`config.mk`:
```
export PLATFORM = sky130hd
export DESIGN_NAME = if_id_pipe_reg
export DESIGN_NICKNAME = d
export VERILOG_FILES = /design/src/rtl/if_id_pipe_reg.sv
export SDC_FILE = /design/constraint.sdc
export NUM_CORES = 1
export LEC_CHECK = 0
export ABC_CLOCK_PERIOD_IN_PS = 1400
export BUFFER_PORTS_ARGS = -buffer_cell sky130_fd_sc_hd__buf_2
export CORE_ASPECT_RATIO = 1.5
export CORE_MARGIN = 4
export CORE_UTILIZATION = 36
export CTS_CLUSTER_DIAMETER = 100
export CTS_CLUSTER_SIZE = 28
export DETAILED_ROUTE_END_ITERATION = 10
export SYNTH_ARGS = -nofsm -noshare
export SYNTH_HDL_FRONTEND = slang
export SYNTH_SLANG_ARGS = --single-unit
export TNS_END_PERCENT = 20
```
`constraint.sdc`:
```
create_clock -name clk -period 1.4 [get_ports clk]
set_input_delay 0.07 -clock clk [delete_from_list [all_inputs] [get_ports clk]]
set_output_delay 0.07 -clock clk [all_outputs]
set_load 0.01 [all_outputs]
```
`src/rtl/if_id_pipe_reg.sv`:
```
// IF/ID stage register: holds {pc, instr} for decode behind a valid/ready handshake, with flush-to-NOP.
// Build option IF_ID_SKID_BUFFER_EN adds one skid entry and makes in_ready a registered output.
module if_id_pipe_reg #(
    parameter int unsigned XLEN      = 32,
    parameter logic [31:0] NOP_INSTR = 32'h0000_0013
) (
    input  logic            clk,
    input  logic            rst,
    input  logic            flush,
    input  logic            in_valid,
    output logic            in_ready,
    input  logic [XLEN-1:0] in_pc,
    input  logic [31:0]     in_instr,
    output logic            out_valid,
    input  logic            out_ready,
    output logic [XLEN-1:0] out_pc,
    output logic [31:0]     out_instr
);

    logic in_fire;
    logic out_fire;

    assign out_fire = out_valid && out_ready;

`ifdef IF_ID_SKID_BUFFER_EN

    logic            skid_valid;
    logic [XLEN-1:0] skid_pc;
    logic [31:0]     skid_instr;
    logic            out_free;

    // in_ready comes straight from a flop, so fetch never sees a combinational path from decode
    assign in_ready = !skid_valid;
    assign in_fire  = in_valid && in_ready;
    assign out_free = !out_valid || out_fire;

    always_ff @(posedge clk or negedge rst) begin
        if (!rst) begin
            out_valid  <= 1'b0;
            out_pc     <= '0;
            out_instr  <= NOP_INSTR;
            skid_valid <= 1'b0;
            skid_pc    <= '0;
            skid_instr <= NOP_INSTR;
        end else if (flush) begin
            out_valid  <= 1'b0;
            out_pc     <= '0;
            out_instr  <= NOP_INSTR;
            skid_valid <= 1'b0;
        end else if (out_free) begin
            if (skid_valid) begin
                // skid is older than anything fetch can offer, and in_ready is low here anyway
                out_valid  <= 1'b1;
                out_pc     <= skid_pc;
                out_instr  <= skid_instr;
                skid_valid <= 1'b0;
            end else if (in_fire) begin
                out_valid <= 1'b1;
                out_pc    <= in_pc;
                out_instr <= in_instr;
            end else if (out_valid) begin
                out_valid <= 1'b0;
                out_instr <= NOP_INSTR;
            end
        end else if (in_fire) begin
            skid_valid <= 1'b1;
            skid_pc    <= in_pc;
            skid_instr <= in_instr;
        end
    end

`else

    // Flush drops whatever fetch offers, so the stage is always ready during a flush
    assign in_ready = flush || !out_valid || out_ready;
    assign in_fire  = in_valid && in_ready;

    always_ff @(posedge clk or negedge rst) begin
        if (!rst) begin
            out_valid <= 1'b0;
            out_pc    <= '0;
            out_instr <= NOP_INSTR;
        end else if (flush) begin
            out_valid <= 1'b0;
            out_pc    <= '0;
            out_instr <= NOP_INSTR;
        end else if (in_fire) begin
            out_valid <= 1'b1;
            out_pc    <= in_pc;
            out_instr <= in_instr;
        end else if (out_fire) begin
            // pc is left as-is on drain; only the instruction reverts to the bubble
            out_valid <= 1'b0;
            out_instr <= NOP_INSTR;
        end
    end

`endif

endmodule
```
# == After elaboration in Yosys (flattened, before gate mapping) ==
# Cells that the tools add are included.
# op_classes
mux,8
reduce_logical,7
# op_table
operator,count
two-way mux 32 bit,5
two-way mux 1 bit,3
nonzero test 3 bit,1
logical AND 1 bit,2
logical OR 1 bit,2
nonzero test 2 bit,1
logical NOT 1 bit,1
# totals
reg_bits,65
input_bits,69
out_inout_bits,66
elab_cells,18

# == Logic depth before layout (Yosys ltp) ==
# Gate-level depths: netlist of the first run.
# logic_depth
depth_word,6
depth_mapped,6
depth_no_buf,3

# == Worst setup path after synthesis of the first run ==
# Ideal clock, no wire load.
# synth_timing
kind,register -> register
start,register out_valid
end,register out_instr[25]
arrival_time_ns,1.104
t_required_ns,1.279
setup_slack_ns,0.174
path_stages_with_launch,7
path_buffers,3
cell_sequence,dfrtp_1 > nand2b_1 > buf_4 > buf_6 > buf_6 > a32oi_1 > nor2_1
# synth_between
elab_chain_cells,6
# synth_lines
element,line,text
"start, declared",14,"output logic out_valid,"
"start signal, assigned",80,out_valid <= 1'b0;
"start signal, assigned",84,out_valid <= 1'b0;
"start signal, assigned",88,out_valid <= 1'b1;
logical NOT 1 bit,75,assign in_ready = flush || !out_valid || out_ready;
logical OR 1 bit (2 in a row),75,
logical AND 1 bit,76,assign in_fire = in_valid && in_ready;
two-way mux 32 bit,87,end else if (in_fire) begin
two-way mux 32 bit,83,end else if (flush) begin
"end signal, assigned",90,out_instr <= in_instr;
"end, declared",17,output logic [31:0] out_instr
# Parallel ways exist; a longest one is shown, timed or not.
# A chain may end at the register's enable or synchronous reset.

# == Final worst setup path of the first run ==
# layout_timing
start,register out_valid
end,output port in_ready
# layout_between
elab_chain_cells,3
# layout_lines
element,line,text
logical NOT 1 bit,75,
logical OR 1 bit (2 in a row),75,
"end, declared",11,"output logic in_ready,"
# Every way passes these cells.

==> results of run 1 <==
[layout make-up]
| type | count | area share |
|---|---|---|
| flip-flops and latches | 65 | 0.394 |
| multi-input cells | 168 | 0.266 |
| repair buffers | 163 | 0.241 |
| clock buffers | 13 | 0.0628 |
| well taps | 105 | 0.0317 |
| clock inverters | 3 | 0.00362 |
| inverters | 1 | 0.000906 |
[placed cells by master, fill, tap and decap left out]
cell type        n
a21oi_1         33
a21bo_2         28
a21bo_1          4
dfstp_2          3
or2_1            1
and2_1           1
buf_4           16
dfrtp_1         61
a22oi_1          3
dlygate4sd3_1    5
dfrtp_2          1
mux2i_4          1
nor2_1          35
nand3_1         32
nand2b_4         1
buf_12           8
clkbuf_1         2
inv_1            1
buf_2          134
a32oi_1         29
clkinv_2         3
clkbuf_16        9
clkbuf_8         2
[stage by stage]
stage / cells / total power [uW]
floorplan: 267 / 2430
global placement: 487 / 2760
detailed placement: 487 / 2780
CTS: 509 / 4860
global route: 518 / 5010
finish: 518 / 4790
[timing repair]
item | 4_1_cts | 5_1_grt
gates resized for setup | 1 | 0
hold buffers | 5 | 0
setup endpoints to repair | 1 | 1
buffers inserted | 1 | 9
hold endpoints to repair | 66 | 0
[tightest hold or removal path, delay by kind of cell]
| kind | cells | cell delay [ns] |
|---|---|---|
| AO/OA/AOI/OAI | 1 | 0.07 |
| AND/OR/NAND/NOR | 1 | 0.08 |
| buffers and inverters | 1 | 0.09 |
[routing by layer]
layer | share of wire | up-vias | wire (um)
li1 | - | 1256 | -
met1 | 0.39 | 1228 | 3040
met2 | 0.54 | 86 | 4210
met3 | 0.054 | 11 | 424
met4 | 0.023 | 0 | 178
met5 | 0 | - | 0
[sequential cells by signal (all words and copies together) (netlist names)]
signal / cells
out_instr: 32
out_pc: 32
out_valid: 1
[worst paths after layout]
check	from	end
max in group asynchronous	rst	out_instr[4]
worst min-delay path	in_instr[1]	out_instr[1]
worst max register to register	out_valid	out_instr[27]
worst min register to register	out_instr[29]	out_instr[29]
worst max-delay path	out_valid	in_ready
min in group asynchronous	rst	out_pc[16]
[cell families after synthesis]
logic type,after synthesis,synth area share
flops,65,0.559
mux,1,0.00472
buf+inv,34,0.0690
simple gates,70,0.106
compound gates,97,0.261
[power groups by stage]
| stage | sequential (uW) | clock [uW] | combinational (uW) |
|---|---|---|---|
| CTS | 2040 | 2100 | 715 |
| global route | 2060 | 2160 | 792 |
| global placement | 2070 | 0 | 691 |
| detailed placement | 2070 | 0 | 703 |
| floorplan | 2120 | 0 | 310 |
| finish | 2040 | 2020 | 719 |
==> impl_metrics.py, run 1 <==
metrics = {
    "layout": {
        "area_delta_synth_final_pct": 42.1,
        "fin_util": 0.521,
        "drive_gt1_frac": 0.499,
        "fillers": 756,
        "multi_input_area_mm2": 0.00110,
        "diodes": 0,
        "final_cell_area_mm2": 0.00415,
        "final-seq-area_mm2": 0.00163,
        "num-nets-final": 477,
    },
    "placement": {
        "routabilityCongestion": 0.764,
        "dpl-instance-area_mm2": 0.00374,
        "io_buffer_count": 134,
        "dp_slack_ns": 0.156,
        "hpwl_mm": 5.48,
    },
    "clock_network": {
        "insertion_delay_ns": 0.32,
        "cts.sinks": 65,
        "clk_pin_slew_ns": 0.05,
        "cts_buffers": 9,
        "cts-root-buf": "clkbuf_16",
        "cts_buffer_depth": 2,
        "cts_tree": "done",
        "htreeDepth": 3,
    },
    "sta": {
        "slew_violations": 0,
        "fmax_mhz": 739,
        "relSlewSlack": 0.678,
        "finalSetupViolations": 0,
        "setup_slack_ns": 0.0470,
        "min_period_ns": 1.35,
        "rsz0062_at_grt": "yes",
        "finClkSkew_ns": 0.00427,
        "tightestPinTransition_ns": 0.483,
        "min_period_over_period": 0.966,
        "whs_ns": 0.00529,
        "final-hold-violation-count": 0,
        "tns_ns": 0,
    },
    "floorplanning": {
        "die_area_mm2": 0.00964,
        "coreArea_mm2": 0.00796,
        "rows": 40,
        "start_util": 0.367,
        "io_pins": 135,
        "die_height_um": 118,
        "chipWidth_um": 81.5,
    },
    "worst_hold_path": {
        "whs_path_depth": 3,
        "hold_class": "input pin to flop",
    },
    "yosys": {
        "synth_top_area_share": 0.532,
        "synth_nets": 336,
        "ys_seq_area_frac": 0.559,
        "synthTopCellsByCount": "dfrtp_1, nor2_1, a21oi_1",
        "synth_top_area_cell": "dfrtp_1",
        "async_flop_share": 1.00,
        "synth_cell_type_count": 18,
        "yosysWarnings": 0,
        "yosysMostFrequentCell": "dfrtp_1",
        "syn_inst": 267,
        "synth_edf_count": 0,
        "avgSynthCellArea_um2": 10.9,
        "synth_ff_type": "dfrtp_1",
        "yosys_register_bits": 65,
        "syn_area_mm2": 0.00292,
        "synth_area_leaders": "dfrtp_1, a21bo_2, a32oi_1",
    },
    "power": {
        "p_sw_frac": 0.244,
        "seqPwrFrac": 0.427,
        "power_frac_comb": 0.150,
        "p_clk_frac": 0.423,
        "power.leakage_uw": 0.00211,
        "vdd_drop_max_uv": 582,
        "p_switching_uw": 1170,
        "internal_power_uw": 3620,
        "power_density_mw_per_mm2": 1150,
    },
    "critical_path": {
        "cp.required_ns": 1.33,
        "crit_arrival_ns": 1.28,
        "r2r.worst_path.cells": 6,
        "critPathSlowestCell": "dfrtp_2",
        "cp.depth": 4,
        "critical_path.startpoint_type": "flop",
        "ff2ff_setup_slack_ns": 0.10,
        "critPathCaptureType": "output port",
        "cp_top_family": "flip-flops",
        "critical_path_buf_inv_count": 2,
        "slowest_delay_ns": 0.42,
        "critPathKind": "flop to output port",
        "crit_path_cell_trace": "nand2b_4 > buf_12 > or2_1 > buf_2",
        "cp_max_fo": 7,
    },
    "global_route": {
        "grt_util_met2": 0.281,
        "grt_busiest_layer": "met2",
        "grt_pass1_wl_mm": 12.3,
        "antenna_found_initial": 0,
        "first_global_vias": 2488,
        "grt_overflow": 0,
        "grtUsageMet1": 0.193,
        "grt.met3_usage": 0.0244,
        "grtUsageTotal": 0.163,
        "grt_start_max_net_pins": 38,
    },
    "drt": {
        "vias": 2581,
        "wl_mm": 7.85,
        "drc": 0,
        "vias_per_cell": 4.98,
        "drt-pass1-iter-count": 4,
        "drtIter0Drc": 132,
        "antenna_left": 0,
        "avgRoutedWirePerCell_um": 15.2,
    },
    "flow_run": {
        "drv_cap": 0,
    },
    "run_status": {
        "status": "finished clean",
    },
}
No activity file was read; power rests on OpenSTA's default activity.
==> run 2: changes to the inputs <==
- ABC_AREA: default -> 1
- PLACE_DENSITY: default -> 0.65
==> run 2 against run 1 <==
Net effect:
- area after synthesis decreased by 7.1%
- hold slack improved by 0.039 ns
- sequential power increased by 2%
- final cell count increased by 15%
- power decreased by 11%
- first-iteration DRC count increased by 75%
- critical endpoint is now out_pc[25]
- largest cell class unchanged
==> impl_metrics.py, run 2 <==
metrics = {
    "run_status": {
        "status": "finished clean",
    },
    "critical_path": {
        "slowest_delay_ns": 0.40,
        "critical_path.startpoint_type": "flop",
        "cp.required_ns": 1.64,
        "critPathKind": "flop to flop",
        "critPathSlowestCell": "dfrtp_1",
        "crit_arrival_ns": 1.47,
        "r2r.worst_path.cells": 5,
        "critPathCaptureType": "flop",
        "cp_max_fo": 52,
        "crit_path_cell_trace": "nand2_2 > a21oi_4 > buf_12 > nand2_1 > o21ai_0",
    },
    "floorplanning": {
        "start_util": 0.373,
        "coreArea_mm2": 0.00727,
        "io_pins": 135,
        "chipWidth_um": 78.9,
        "rows": 38,
        "die_height_um": 114,
        "die_area_mm2": 0.00901,
    },
    "placement": {
        "routabilityCongestion": 0.784,
        "io_buffer_count": 134,
        "hpwl_mm": 5.25,
    },
    "yosys": {
        "syn_inst": 299,
        "yosys_register_bits": 65,
        "synth_top_area_share": 0.572,
        "synth_ff_type": "dfrtp_1",
        "synth_top_family_by_area": "simple AND/OR/NAND/NOR gates",
        "avgSynthCellArea_um2": 9.07,
        "synthTopCellsByCount": "nand2_1, dfrtp_1, nand3_1",
        "ys_seq_area_frac": 0.601,
        "synth-simple-area-share": 0.277,
        "synth_cell_type_count": 14,
        "synthAdderAreaFrac": 0,
        "syn_area_mm2": 0.00271,
        "yosysWarnings": 0,
        "synth_area_leaders": "dfrtp_1, nand2_1, nand4_1",
        "synthXorXnorAreaFrac": 0,
        "synth_edf_count": 0,
        "synth_compound_area_frac": 0.0669,
        "async_flop_share": 1.00,
        "synthMuxAreaShare": 0,
        "synth_top_area_cell": "dfrtp_1",
        "yosysMostFrequentCell": "nand2_1",
        "synth_nets": 368,
    },
    "sta": {
        "fmax_mhz": 812,
        "tns_ns": 0,
        "finClkSkew_ns": 0.00609,
        "finalSetupViolations": 0,
        "min_period_over_period": 0.879,
        "relSlewSlack": 0.690,
        "slew_violations": 0,
        "final-hold-violation-count": 0,
        "min_period_ns": 1.23,
        "rsz0062_at_grt": "no",
        "tightestPinTransition_ns": 0.464,
    },
    "clock_network": {
        "cts_buffers": 9,
        "cts-root-buf": "clkbuf_8",
        "htreeDepth": 3,
        "cts.sinks": 65,
        "cts_buffer_depth": 2,
        "clk_pin_slew_ns": 0.07,
        "cts_setup_buffers": 0,
        "insertion_delay_ns": 0.33,
        "cts_hold_buffers": 63,
        "ctsResizeCount": 0,
        "cts_tree": "done",
    },
    "drt": {
        "drtIter0Drc": 231,
        "vias_per_cell": 4.82,
        "antenna_left": 0,
        "vias": 2873,
        "drt-pass1-iter-count": 4,
        "wl_mm": 8.38,
        "drc": 0,
        "avgRoutedWirePerCell_um": 14.1,
    },
    "global_route": {
        "grt_pass1_wl_mm": 13.8,
        "antenna_found_initial": 0,
        "grt_overflow": 0,
        "first_global_vias": 2911,
        "grt_start_max_net_pins": 53,
        "grtUsageTotal": 0.196,
    },
    "power": {
        "p_total_uw": 4280,
        "vdd_drop_max_uv": 611,
        "power.leakage_uw": 0.00231,
        "power_density_mw_per_mm2": 993,
    },
    "layout": {
        "area_delta_synth_final_pct": 59.2,
        "reg_top3": "out_instr (32), out_pc (32), out_valid (1)",
        "diodes": 0,
        "fillers": 626,
        "drive_gt1_frac": 0.329,
        "layout_commonest_cell": "buf_2",
        "num-nets-final": 560,
        "final_cell_mix": "buf_2, nand2_1, dlygate4sd3_1",
    },
    "worst_hold_path": {
        "hold_class": "input pin to flop",
        "whs_path_depth": 5,
    },
    "flow_run": {
        "drv_cap": 0,
    },
}
## run 2: cell count changes in the layout (fill, tap and decap cells not counted), moves of 28 or more
cell / delta
nor2_1: -35
a21bo_2: -28
dlygate4sd3_1: +58
a32oi_1: -29
o21ai_0: +32
nand2_1: +101
nand4_1: +32
a21oi_1: -32
## run 2: worst max-delay path, delay by kind of cell (launching register included)
kind                   cells  cell delay [ns]
buffers and inverters      1             0.24
flip-flops                 1             0.40
AND/OR/NAND/NOR            2             0.18
AO/OA/AOI/OAI              2             0.31
## run 2: final timing paths
path,startpoint,endpoint,slack [ns]
min in group asynchronous,rst,out_instr[2],0.21
worst min register to register,out_pc[29],out_pc[29],0.48
worst max-delay path,out_valid,out_pc[25],0.17
worst max register to register,out_valid,out_pc[25],0.17
worst min-delay path,in_instr[4],out_instr[4],0.04
max in group asynchronous,rst,out_pc[21],0.67
## run 2: cell type report
class / count / area, um^2 / share of cell area
timing repair buffer: 208 / 1430 / 0.332
multi-input combinational: 201 / 932 / 0.216
clock inverter: 1 / 5.00 / 0.00116
tap: 100 / 125 / 0.0290
sequential: 65 / 1630 / 0.378
clock buffer: 15 / 166 / 0.0386
inverter: 6 / 22.5 / 0.00522
## run 2: cells by family (layout without fill, tap and decap cells)
logic type             after synthesis  count (layout)
AOI/OAI and AO/OA                   34              34
buffers and inverters               33             230
DFF                                 65              65
and+or+nand+nor                    167             167
## run 2: power by group
part           leakage (uW)  switching, uW  internal [uW]
logic               0.00137            405            377
clock network     0.0000877            672            741
registers          0.000848           73.2           2020
total               0.00231           1150           3130
## run 2: per-stage QoR
step / cell area [um^2] / setup slack, ns / utilization / cells / hold WS, ns
after floorplan: 2710 / 0.169 / - / 299 / -0.226
after global placement: 3510 / 0.259 / 0.483 / 517 / 0.0371
after detailed placement: 3510 / 0.182 / 0.483 / 517 / 0.0433
after CTS: 4320 / 0.173 / 0.593 / 596 / 0.0214
after global routing: 4320 / 0.0720 / 0.593 / 596 / 0.0542
final: 4320 / 0.169 / 0.593 / 596 / 0.0440
## run 2: layer usage
layer / GRT usage / vias to the layer above / share of wire / routed length, um
li1: - / 1388 / - / -
met1: 0.231 / 1331 / 0.40 / 3340
met2: 0.317 / 130 / 0.49 / 4140
met3: 0.0724 / 24 / 0.077 / 646
met4: 0.0906 / 0 / 0.030 / 251
met5: 0 / - / 0 / 0
